--- src/rtl/sisc_fetch_pkg.sv ---
// Shared types and helpers for the SISC fetch unit: FSM state encoding, default widths and
// the branch-redirect target calculation.
package sisc_fetch_pkg;

  localparam int unsigned SISC_INSTR_W  = 32;
  localparam int unsigned SISC_ADDR_W   = 16;
  // Widest supported address; callers truncate the result to their own ADDR_W.
  localparam int unsigned SISC_TARGET_W = 32;

  typedef enum logic [1:0] {
    IDLE = 2'd0,
    WAIT = 2'd1,
    DROP = 2'd2
  } fetch_state_t;

  // Relative offsets are two's complement in the caller's width, so zero-extending both
  // operands and truncating the sum afterwards still gives the correct modulo-2^ADDR_W result.
  function automatic logic [SISC_TARGET_W-1:0] redirect_target(
    input logic                     abs_sel,
    input logic [SISC_TARGET_W-1:0] base,
    input logic [SISC_TARGET_W-1:0] off
  );
    return abs_sel ? off : base + off;
  endfunction

endpackage

--- src/rtl/sisc_sync_fifo.sv ---
// Synchronous prefetch FIFO with flush. DEPTH must be a power of two so the pointers wrap
// naturally; count is one bit wider than the pointers to distinguish full from empty.
module sisc_sync_fifo #(
  parameter int unsigned WIDTH = 8,
  parameter int unsigned DEPTH = 4
) (
  input  logic                     clk,
  input  logic                     rst_f,
  input  logic                     push,
  input  logic                     pop,
  input  logic                     flush,
  input  logic [WIDTH-1:0]         din,
  output logic [WIDTH-1:0]         dout,
  output logic [$clog2(DEPTH):0]   count
);

  localparam int unsigned PtrW = $clog2(DEPTH);
  localparam int unsigned CntW = PtrW + 1;

  logic [WIDTH-1:0] mem_q [DEPTH];
  logic [PtrW-1:0]  wr_ptr_q, rd_ptr_q;
  logic [CntW-1:0]  count_q;
  logic             do_push, do_pop;

  assign do_push = push && (count_q != CntW'(DEPTH));
  assign do_pop  = pop && (count_q != '0);
  assign dout    = mem_q[rd_ptr_q];
  assign count   = count_q;

  always_ff @(posedge clk) begin
    if (!rst_f) begin
      wr_ptr_q <= '0;
      rd_ptr_q <= '0;
      count_q  <= '0;
    end else if (flush) begin
      wr_ptr_q <= '0;
      rd_ptr_q <= '0;
      count_q  <= '0;
    end else begin
      if (do_push) wr_ptr_q <= wr_ptr_q + PtrW'(1);
      if (do_pop)  rd_ptr_q <= rd_ptr_q + PtrW'(1);
      unique case ({do_push, do_pop})
        2'b10:   count_q <= count_q + CntW'(1);
        2'b01:   count_q <= count_q - CntW'(1);
        default: count_q <= count_q;
      endcase
    end
  end

  // Storage needs no reset; entries are only visible once counted.
  always_ff @(posedge clk) begin
    if (rst_f && !flush && do_push) mem_q[wr_ptr_q] <= din;
  end

endmodule

--- src/rtl/sisc_fetch_unit.sv ---
// Decoupled SISC instruction fetch: owns the PC, keeps one request in flight, buffers words
// in a prefetch FIFO. Define FETCH_BYPASS_EN for zero-latency forwarding into an empty FIFO.
module sisc_fetch_unit
  import sisc_fetch_pkg::*;
#(
  parameter int unsigned INSTR_W  = SISC_INSTR_W,
  parameter int unsigned ADDR_W   = SISC_ADDR_W,
  parameter int unsigned DEPTH    = 4,
  parameter int unsigned RESET_PC = 0
) (
  input  logic               clk,
  input  logic               rst_f,
  output logic               imem_req,
  output logic [ADDR_W-1:0]  imem_addr,
  input  logic               imem_valid,
  input  logic [INSTR_W-1:0] imem_rdata,
  input  logic               redirect,
  input  logic               redirect_abs,
  input  logic [ADDR_W-1:0]  redirect_base,
  input  logic [ADDR_W-1:0]  redirect_off,
  output logic               ir_valid,
  input  logic               ir_ready,
  output logic [INSTR_W-1:0] ir_data,
  output logic [ADDR_W-1:0]  ir_pc
);

  localparam int unsigned PtrW   = $clog2(DEPTH);
  localparam int unsigned CntW   = PtrW + 1;
  localparam int unsigned EntryW = INSTR_W + ADDR_W;

  fetch_state_t       state_q, state_d;
  logic [ADDR_W-1:0]  pc_q, pc_d;
  logic [ADDR_W-1:0]  pend_pc_q, pend_pc_d;
  logic [ADDR_W-1:0]  target;
  logic [CntW-1:0]    count;
  logic [EntryW-1:0]  fifo_dout;
  logic               fifo_push, fifo_pop, fifo_valid, accept_rsp;
  logic [INSTR_W-1:0] head_data;
  logic [ADDR_W-1:0]  head_pc;

  assign target = ADDR_W'(redirect_target(redirect_abs, SISC_TARGET_W'(redirect_base),
                                          SISC_TARGET_W'(redirect_off)));

  assign fifo_valid = (count != '0);
  assign head_data  = fifo_dout[EntryW-1 -: INSTR_W];
  assign head_pc    = fifo_dout[ADDR_W-1:0];
  // A response is only kept if it answers the live request and no redirect kills it.
  assign accept_rsp = (state_q == WAIT) && imem_valid && !redirect;

  assign imem_req  = rst_f && (state_q == IDLE) && (count < CntW'(DEPTH)) && !redirect;
  assign imem_addr = pc_q;

`ifdef FETCH_BYPASS_EN
  logic bypass;

  assign bypass    = accept_rsp && !fifo_valid;
  assign ir_valid  = fifo_valid || bypass;
  assign ir_data   = fifo_valid ? head_data : (bypass ? imem_rdata : '0);
  assign ir_pc     = fifo_valid ? head_pc : (bypass ? pend_pc_q : '0);
  assign fifo_push = accept_rsp && !(bypass && ir_ready);
  assign fifo_pop  = fifo_valid && ir_ready && !redirect;
`else
  assign ir_valid  = fifo_valid;
  assign ir_data   = fifo_valid ? head_data : '0;
  assign ir_pc     = fifo_valid ? head_pc : '0;
  assign fifo_push = accept_rsp;
  assign fifo_pop  = fifo_valid && ir_ready && !redirect;
`endif

  always_comb begin
    state_d   = state_q;
    pc_d      = pc_q;
    pend_pc_d = pend_pc_q;
    unique case (state_q)
      IDLE: begin
        if (imem_req) begin
          state_d   = WAIT;
          pc_d      = pc_q + ADDR_W'(1);
          pend_pc_d = pc_q;
        end
      end
      WAIT: begin
        if (redirect)        state_d = imem_valid ? IDLE : DROP;
        else if (imem_valid) state_d = IDLE;
      end
      DROP: begin
        if (imem_valid) state_d = IDLE;
      end
      default: state_d = IDLE;
    endcase
    if (redirect) pc_d = target;
  end

  always_ff @(posedge clk) begin
    if (!rst_f) begin
      state_q   <= IDLE;
      pc_q      <= ADDR_W'(RESET_PC);
      pend_pc_q <= '0;
    end else begin
      state_q   <= state_d;
      pc_q      <= pc_d;
      pend_pc_q <= pend_pc_d;
    end
  end

  sisc_sync_fifo #(
    .WIDTH (EntryW),
    .DEPTH (DEPTH)
  ) u_fifo (
    .clk   (clk),
    .rst_f (rst_f),
    .push  (fifo_push),
    .pop   (fifo_pop),
    .flush (redirect),
    .din   ({imem_rdata, pend_pc_q}),
    .dout  (fifo_dout),
    .count (count)
  );

endmodule

--- config.mk ---
export PLATFORM = sky130hd
export DESIGN_NAME = sisc_fetch_unit
export DESIGN_NICKNAME = d
export VERILOG_FILES = /design/src/rtl/sisc_fetch_pkg.sv /design/src/rtl/sisc_sync_fifo.sv /design/src/rtl/sisc_fetch_unit.sv
export SDC_FILE = /design/constraint.sdc
export NUM_CORES = 1
export LEC_CHECK = 0
export CORE_AREA = 2 2 125 188
export CTS_CLUSTER_DIAMETER = 120
export DETAILED_ROUTE_END_ITERATION = 10
export DIE_AREA = 0 0 127 190
export HOLD_SLACK_MARGIN = 0.08
export PLACE_DENSITY = 0.66
export SLEW_MARGIN = 10
export SYNTH_ARGS = -nofsm -noshare
export SYNTH_HDL_FRONTEND = slang
export SYNTH_SLANG_ARGS = --single-unit
--- constraint.sdc ---
create_clock -name clk -period 3.1 [get_ports clk]
set_clock_uncertainty 0.05 [all_clocks]
set_input_delay 0.62 -clock clk [delete_from_list [all_inputs] [get_ports clk]]
set_output_delay 0.62 -clock clk [all_outputs]
set_load 0.01 [all_outputs]
==> metrics.md, run 1 <==
| Metric | Value |
|---|---|
| Status | `finished clean` |
| WL met2 | `11600 um` |
| P&R area growth vs syn | `26.1%` |
| Number of distinct library cells after synthesis | `52` |
| Ys Warns | `0` |
| Final WS setup | `0.100 ns` |
| Hold Vio Cnt, Final | `0` |
| DP HPWL | `14200 um` |
| Rows | `68` |
| Maximum root-to-sink buffer count | `3` |
| Worst setup slack after placement | `0.00686 ns` |
| Vias in the first global route | `6468` |
| GRT Util Overall | `0.176` |
| Cells after synthesis | `661` |
| Hold crit path type | `reg2reg` |
| Mapped Area | `0.0100 mm^2` |
| Die width | `127 um` |
| Avg Cell Area, Syn | `15.2 um^2` |
| Max layer used | `met4` |
| First-pass GRT wire length | `33700 um` |
| Starting DRC count in detailed routing | `357` |
| Met3 wire length | `1010 um` |
| CORE AREA | `0.0226 mm^2` |
| Clock sinks | `235` |
| RSZ-0062 raised after global routing | `false` |
| Count of port buffers added during placement | `135` |
| Static leakage | `4.25 nW` |
| Nets@finish | `912` |
| PD cells | `515 mW/mm^2` |
| Least-Margin Pin Slew | `0.551 ns` |
| Final ANT Viol Nets | `0` |
| Io pins | `136` |
| DRC errors left | `0` |
| Yosys top cell area share | `0.575` |
| Largest net degree at the start of global routing | `50` |
| Dominant cell type by area after synthesis | `edfxtp_1` |
| Fillers | `1827` |
| Initial Utilization | `0.443` |
| Net Count, Synth | `754` |
| Post-synthesis sequential element count | `235` |
| GRT overflow | `0` |
| Routed length per instance | `19.2 um` |
| Critical path fanouts, max | `20` |
| Max-slew violations | `0` |
| Asr flop ratio synth | `0` |
| Register area share after synthesis | `0.661` |
| Root Buffer | `clkbuf_16` |
| Routability Congestion | `0.844` |
| CTS tree | `yes` |
| Endpoints failing setup | `0` |
| Main area contributors after synthesis | `edfxtp_1 (57%), mux4_2 (11%), dfxtp_1 (8.6%)` |
| Met1 wire length | `8370 um` |
| WP data required | `2.43 ns` |
| Crit share post-route | `0.968` |
| CTS Buf Count | `21` |
| Mean number of vias per cell | `5.39` |
| Die H | `190 um` |
| Via Count | `6003` |
| Ant. Diodes | `0` |
| Hold Crit Depth | `2` |
| Max cap viols | `0` |
| CTS clk-pin slew, worst paths | `0.06 ns` |
| Worst-Skew Late Latency | `0.49 ns` |
| WS Path Type | `reg2out` |
| Max IR drop VDD | `305 uV` |
| H-tree levels | `1` |
| Final Util | `0.559` |
| Die area | `0.0241 mm^2` |
| Achievable Freq | `333 MHz` |
| Reg2Reg Depth | `8` |
| Drt first pass iters | `6` |
| Slew headroom | `0.629` |
| WP data arrival | `2.33 ns` |
| Worst setup EP type | `primary output` |
| Crit start category | `register` |
| Min Tclk post-route | `3.00 ns` |
| Layout cells sized above 1 | `0.148` |
| Multi-input gate area | `0.00323 mm^2` |
| Initial antenna violation count | `0` |
| Setup TNS | `0 ns` |
| Hold-fix buffers, CTS | `0` |
| FF/Latch Area | `0.00663 mm^2` |
| Post-synth EDFFs | `192` |
| Primary FF master, synth | `edfxtp_1` |
| Reg2reg setup slack | `0.75 ns` |
| WL final | `21300 um` |
area by class of cell:
class | instances | share of cell area
clock buffer | 25 | 0.0428
clock inverter | 12 | 0.0113
inverter | 15 | 0.00445
multi-input combinational | 379 | 0.255
sequential | 235 | 0.524
tap | 280 | 0.0277
timing repair buffer | 167 | 0.134
cells in the final DEF (no fill, tap or decap), types with 17 or more instances in the layout:
| cell type | Yosys | routed |
|---|---|---|
| edfxtp_1 | 192 | 192 |
| o21ai_0 | 23 | 23 |
| clkbuf_16 | 0 | 21 |
| dfxtp_1 | 43 | 41 |
| nand2_1 | 56 | 56 |
| nor2b_1 | 51 | 51 |
| xnor2_1 | 17 | 17 |
| nor2_1 | 25 | 25 |
| a21oi_1 | 36 | 36 |
| clkdlybuf4s50_1 | 0 | 133 |
| mux4_2 | 48 | 48 |
| ha_1 | 21 | 21 |
| buf_4 | 1 | 24 |
synth_stat cells, types with 3 or more instances:
cell,count
ha_1,21
nand3_1,8
xor2_1,11
o211ai_1,6
and4_1,4
and2_1,6
o21ai_0,23
or3_1,3
a21oi_1,36
nor2_1,25
mux2i_1,6
nor2b_1,51
a211oi_1,6
inv_1,13
edfxtp_1,192
buf_1,4
a21o_1,5
clkbuf_1,23
buf_2,4
xnor2_1,17
nor3_1,5
nand2_1,56
dfxtp_1,43
nand4_1,6
mux4_2,48
stage by stage:
stage	total power [mW]	hold WS, ns	area (um^2)	cells
6_report	6.51	0.444	12600	1113
3_5_place_dp	4.01	0.439	11900	1069
2_1_floorplan	3.76	0.410	10000	661
5_1_grt	6.75	0.471	12600	1113
3_3_place_gp	4.00	0.418	11900	1069
4_1_cts	6.59	0.448	12600	1110
logic make-up after synthesis:
logic type | after synthesis | share of synthesized area
simple gates | 177 | 0.0928
buf+inv | 47 | 0.0185
xor+xnor | 28 | 0.0245
fa+ha+maj | 23 | 0.0302
flops | 235 | 0.661
mux | 54 | 0.114
compound gates | 97 | 0.0594
report_power, final:
| group | switching [mW] | total [mW] | internal [mW] | leakage (nW) |
|---|---|---|---|---|
| registers | 0.0429 | 3.47 | 3.43 | 2.18 |
| logic | 0.232 | 0.473 | 0.242 | 1.73 |
| clock network | 1.07 | 2.57 | 1.50 | 0.328 |
routing by layer:
layer | global-route usage | vias to the layer above
met5 | 0 | -
met4 | 0.0486 | 0
met3 | 0.0287 | 26
met2 | 0.333 | 165
met1 | 0.205 | 2982
li1 | - | 2830
repair_timing:
item / 4_1_cts / 5_1_grt
setup endpoints to repair: 35 / 15
pin swaps: 0 / 0
resized for setup: 0 / 2
setup buffers: 4 / 3
worst max-delay path: stages (launching register included):
cell             delay, ns
dfxtp_4               0.43
buf_12                0.23
mux4_2                0.51
nor2b_1               0.14
clkdlybuf4s50_1       0.51
flip-flops by register name (all words and copies together) (netlist names), named ones only:
name	count
imem_addr	16
u_fifo.count	3
u_fifo.wr_ptr_q	2
u_fifo.mem_q	192
state_q	2
u_fifo.rd_ptr_q	2
pend_pc_q	16
worst paths after layout:
path / endpoint / startpoint
setup / recovery: ir_pc[9] / register
hold / removal: pend_pc_q[2]$_SDFFE_PN0P_ / pend_pc_q[2]$_SDFFE_PN0P_
setup reg to reg: u_fifo.count[2]$_SDFFE_PP0P_ / u_fifo.count[2]$_SDFFE_PP0P_
hold reg to reg: pend_pc_q[2]$_SDFFE_PN0P_ / pend_pc_q[2]$_SDFFE_PN0P_
No activity file was read; power rests on OpenSTA's default activity.
==> inputs of run 2 (changes only) <==
--- a/config.mk
+++ b/config.mk
@@ -11,7 +11,6 @@
 export DIE_AREA = 0 0 127 190
 export HOLD_SLACK_MARGIN = 0.08
 export PLACE_DENSITY = 0.66
-export SLEW_MARGIN = 10
 export SYNTH_ARGS = -nofsm -noshare
 export SYNTH_HDL_FRONTEND = slang
 export SYNTH_SLANG_ARGS = --single-unit
==> results of run 2 <==
No change in the layout: final DEF, timing and power equal those of run 1.
==> inputs of run 3 (changes only) <==
--- a/config.mk
+++ b/config.mk
@@ -5,12 +5,14 @@
 export SDC_FILE = /design/constraint.sdc
 export NUM_CORES = 1
 export LEC_CHECK = 0
-export CORE_AREA = 2 2 125 188
+export ABC_AREA = 1
+export CORE_AREA = 2 2 130 195
 export CTS_CLUSTER_DIAMETER = 120
 export DETAILED_ROUTE_END_ITERATION = 10
-export DIE_AREA = 0 0 127 190
+export DIE_AREA = 0 0 132 197
 export HOLD_SLACK_MARGIN = 0.08
-export PLACE_DENSITY = 0.66
+export PLACE_DENSITY = 0.65
 export SYNTH_ARGS = -nofsm -noshare
 export SYNTH_HDL_FRONTEND = slang
+export SYNTH_HIERARCHICAL = 1
 export SYNTH_SLANG_ARGS = --single-unit
==> constraint.sdc (replaced) <==
create_clock -name clk -period 2.41 [get_ports clk]
set_clock_uncertainty 0.05 [all_clocks]
set_input_delay 0.482 -clock clk [delete_from_list [all_inputs] [get_ports clk]]
set_output_delay 0.482 -clock clk [all_outputs]
set_load 0.01 [all_outputs]
==> run 3 against run 2 <==
Design area grew 14%. Global-route usage grew 3.0 points. Combinational power grew 49%. Worst setup slack lost 0.12 ns. Die area grew 7.8%. Final cell count grew 45%. First-iteration DRC count grew 43%. Register-to-register slack lost 0.44 ns. Critical path depth grew 5. Count of clock-buffer cells in the layout grew 1. The run now ends with setup timing left.
==> metrics.md, run 3 <==
| Metric | Value |
|---|---|
| Main area contributors after synthesis | `edfxtp_1 (54%), dfxtp_1 (8.0%), nor2_1 (7.4%) (was edfxtp_1 (57%), mux4_2 (11%), dfxtp_1 (8.6%))` |
| Starting DRC count in detailed routing | `511 (was 357)` |
| Crit share post-route | `1.01` |
| Io pins | `136 (unchanged)` |
| Ys Warns | `6 (was 0)` |
| Cells after synthesis | `1087 (was 661)` |
| Max-slew violations | `0 (unchanged)` |
| Crit start category | `register (unchanged)` |
| Max IR drop VDD | `376 uV (was 305 uV)` |
| Mean number of vias per cell | `5.16 (was 5.39)` |
| Biggest register | `u_fifo/mem_q (was u_fifo.mem_q)` |
| Setup TNS | `-0.0335 ns (was 0 ns)` |
| CTS Buf Count | `21 (unchanged)` |
| Routed length per instance | `17.0 um (was 19.2 um)` |
| Die H | `197 um (was 190 um)` |
| Status | `finished with violations (was finished clean)` |
| Root Buffer | `clkbuf_16 (unchanged)` |
| Register area share after synthesis | `0.615 (was 0.661)` |
| WL final | `27400 um (was 21300 um)` |
| Slew headroom | `0.728 (was 0.629)` |
| Initial Utilization | `0.444 (was 0.443)` |
| Net Count, Synth | `1180 (was 754)` |
| Post-synth EDFFs | `192 (unchanged)` |
| CP delay by family, top | `buffers and inverters (unchanged)` |
| Post-route cell area | `0.0144 mm^2 (was 0.0126 mm^2)` |
| Area after DPL | `0.0128 mm^2 (was 0.0119 mm^2)` |
| CTS clk-pin slew, worst paths | `0.07 ns (was 0.06 ns)` |
| CTS tree | `yes (unchanged)` |
| GRT Util Overall | `0.207 (was 0.176)` |
| CP cell instances | `buf_8 -> inv_8 -> buf_12 -> buf_16 -> nor2_4 -> o22ai_2 -> inv_1 -> nor2_2 -> buf_2 (was buf_12 -> mux4_2 -> nor2b_1 -> clkdlybuf4s50_1)` |
| Static leakage | `5.71 nW (was 4.25 nW)` |
| Final ANT Viol Nets | `0 (unchanged)` |
| H-tree levels | `1 (unchanged)` |
| WP data required | `1.88 ns (was 2.43 ns)` |
| Maximum root-to-sink buffer count | `3 (unchanged)` |
| Fin cells | `1611 (was 1113)` |
| Drt first pass iters | `4 (was 6)` |
| Endpoints failing setup | `3 (was 0)` |
| Die width | `132 um (was 127 um)` |
| Worst setup EP type | `primary output (unchanged)` |
| Post-synthesis sequential element count | `235 (unchanged)` |
| Via Count | `8310 (was 6003)` |
| RSZ-0062 raised after global routing | `true (was false)` |
| Worst setup slack after placement | `-0.256 ns (was 0.00686 ns)` |
| Synth top cells by count | `nor2_1 (213), edfxtp_1 (192), o21ai_0 (136) (was edfxtp_1 (192), nand2_1 (56), nor2b_1 (51))` |
| Largest net degree at the start of global routing | `31 (was 50)` |
| Ant. Diodes | `0 (unchanged)` |
| Hold Vio Cnt, Final | `0 (unchanged)` |
| PD cells | `593 mW/mm^2 (was 515 mW/mm^2)` |
| Rows | `70 (was 68)` |
| Most common cell after layout, fill and taps aside | `edfxtp_1 (unchanged)` |
| Dominant cell type by area after synthesis | `edfxtp_1 (unchanged)` |
| Final Util | `0.592 (was 0.559)` |
| Routability Congestion | `0.909 (was 0.844)` |
| Max reg flops | `192 (unchanged)` |
| First-pass GRT wire length | `42600 um (was 33700 um)` |
| Least-Margin Pin Slew | `0.404 ns (was 0.551 ns)` |
| Min Tclk post-route | `2.43 ns` |
| Hold crit path type | `reg2reg (unchanged)` |
| Primary FF master, synth | `edfxtp_1 (unchanged)` |
| WP buf/inv | `6 (was 2)` |
| DP HPWL | `16300 um (was 14200 um)` |
| Failing checks | `setup timing` |
| Layout cells sized above 1 | `0.217 (was 0.148)` |
| Worst-Skew Late Latency | `0.49 ns (about the same)` |
| Final WS setup | `-0.0173 ns (was 0.100 ns)` |
| DRC errors left | `0 (unchanged)` |
| CP max-delay cell | `dfxtp_4 (was mux4_2)` |
| Placed cell count | `1540 (was 1069)` |
| Vias in the first global route | `8399 (was 6468)` |
| Clock sinks | `235 (unchanged)` |
| Achievable Freq | `412 MHz` |
| GRT overflow | `0 (unchanged)` |
| Die area | `0.0260 mm^2 (was 0.0241 mm^2)` |
| WP data arrival | `1.90 ns (was 2.33 ns)` |
| WS Path Type | `reg2out (unchanged)` |
| CORE AREA | `0.0243 mm^2 (was 0.0226 mm^2)` |
| Top-count cell post-synth | `nor2_1 (was edfxtp_1)` |
| Yosys top cell area share | `0.535 (was 0.575)` |
| Mapped Area | `0.0108 mm^2 (was 0.0100 mm^2)` |
| Fillers | `2029 (was 1827)` |
| Nets@finish | `1366 (was 912)` |
| Commonest non-fill, non-tap cells in the layout | `edfxtp_1 (192), nor2_1 (172), inv_1 (124) (was edfxtp_1 (192), clkdlybuf4s50_1 (133), nand2_1 (56))` |
| Number of distinct library cells after synthesis | `41 (was 52)` |
| Avg Cell Area, Syn | `9.91 um^2 (was 15.2 um^2)` |
| Initial antenna violation count | `0 (unchanged)` |
| Critical path fanouts, max | `8 (was 20)` |
| Max cap viols | `0 (unchanged)` |
| P&R area growth vs syn | `33.4% (was 26.1%)` |
| CP max stage delay | `0.36 ns (was 0.51 ns)` |
| Count of port buffers added during placement | `135 (unchanged)` |
| Asr flop ratio synth | `0 (unchanged)` |
## run 3: cell types whose count changed in the layout (fill, tap and decap cells not counted), moves of 26 or more
cell,previous run,this run
o21ai_0,23,89
nand2_1,56,122
o21ai_1,0,26
nor2_1,25,172
inv_1,13,124
nor2b_1,51,0
clkdlybuf4s50_1,133,85
mux4_2,48,0
nor2_2,0,32
buf_2,0,48
o21ai_2,0,30
nand3_1,8,34
## run 3: per-stage QoR
step                power [mW]  hold slack, ns
global placement          5.29           0.421
detailed placement        5.29           0.439
global route              8.84           0.473
CTS                       8.56           0.448
floorplan                 4.95           0.405
finish                    8.51           0.444
## run 3: timing repair
action                                  CTS  global route
endpoints found under the setup margin   50            46
setup buffers                            19             1
gates cloned                             12             3
gates resized for setup                 259           124
pin swaps                                27            79
hold buffers                              0             0
## run 3: power by group
group	total [mW]	internal, mW	leakage, nW	switching, mW
clock	3.30	1.89	0.329	1.41
sequential	4.51	4.44	2.11	0.0672
combinational	0.703	0.328	3.27	0.375
total	8.51	6.66	5.71	1.85
## run 3: final timing paths
kind,slack [ns],from,cells after the start,end
setup / recovery,-0.02,register,9,ir_pc[8]
hold / removal,0.44,pend_pc_q[5]$_SDFFE_PN0P_,0,u_fifo/mem_q[1][5]$_DFFE_PP_
setup reg to reg,0.31,u_fifo/count[2]$_SDFFE_PP0P_,15,u_fifo/count[2]$_SDFFE_PP0P_
hold reg to reg,0.44,pend_pc_q[5]$_SDFFE_PN0P_,0,u_fifo/mem_q[1][5]$_DFFE_PP_
## run 3: kinds of logic after synthesis
family | synth area share
simple gates | 0.150
compound gates | 0.120
flops | 0.615
buf+inv | 0.0753
fa+ha+maj | 0.0281
xor+xnor | 0.0114
## run 3: routing by layer
layer,track usage,wire (um)
met4,0.0845,1090
met1,0.231,10600
met5,0,0
met3,0.0278,1150
met2,0.392,14500
## run 3: final cells by class
class	count	area [um^2]	area share
Timing Repair Buffer	212	2320	0.162
Clock buffer	26	564	0.0393
Inverter	129	494	0.0344
Multi-Input combinational cell	674	3830	0.266
Sequential cell	235	6640	0.462
Clock inverter	11	118	0.00819
Tap cell	324	405	0.0282
## run 3: worst register-to-register path, delay by kind of cell, from the launching register on
family | cells | cell delay (ns)
simple gates | 8 | 0.49
fa+ha+maj | 2 | 0.53
flops | 1 | 0.43
buf+inv | 5 | 0.46
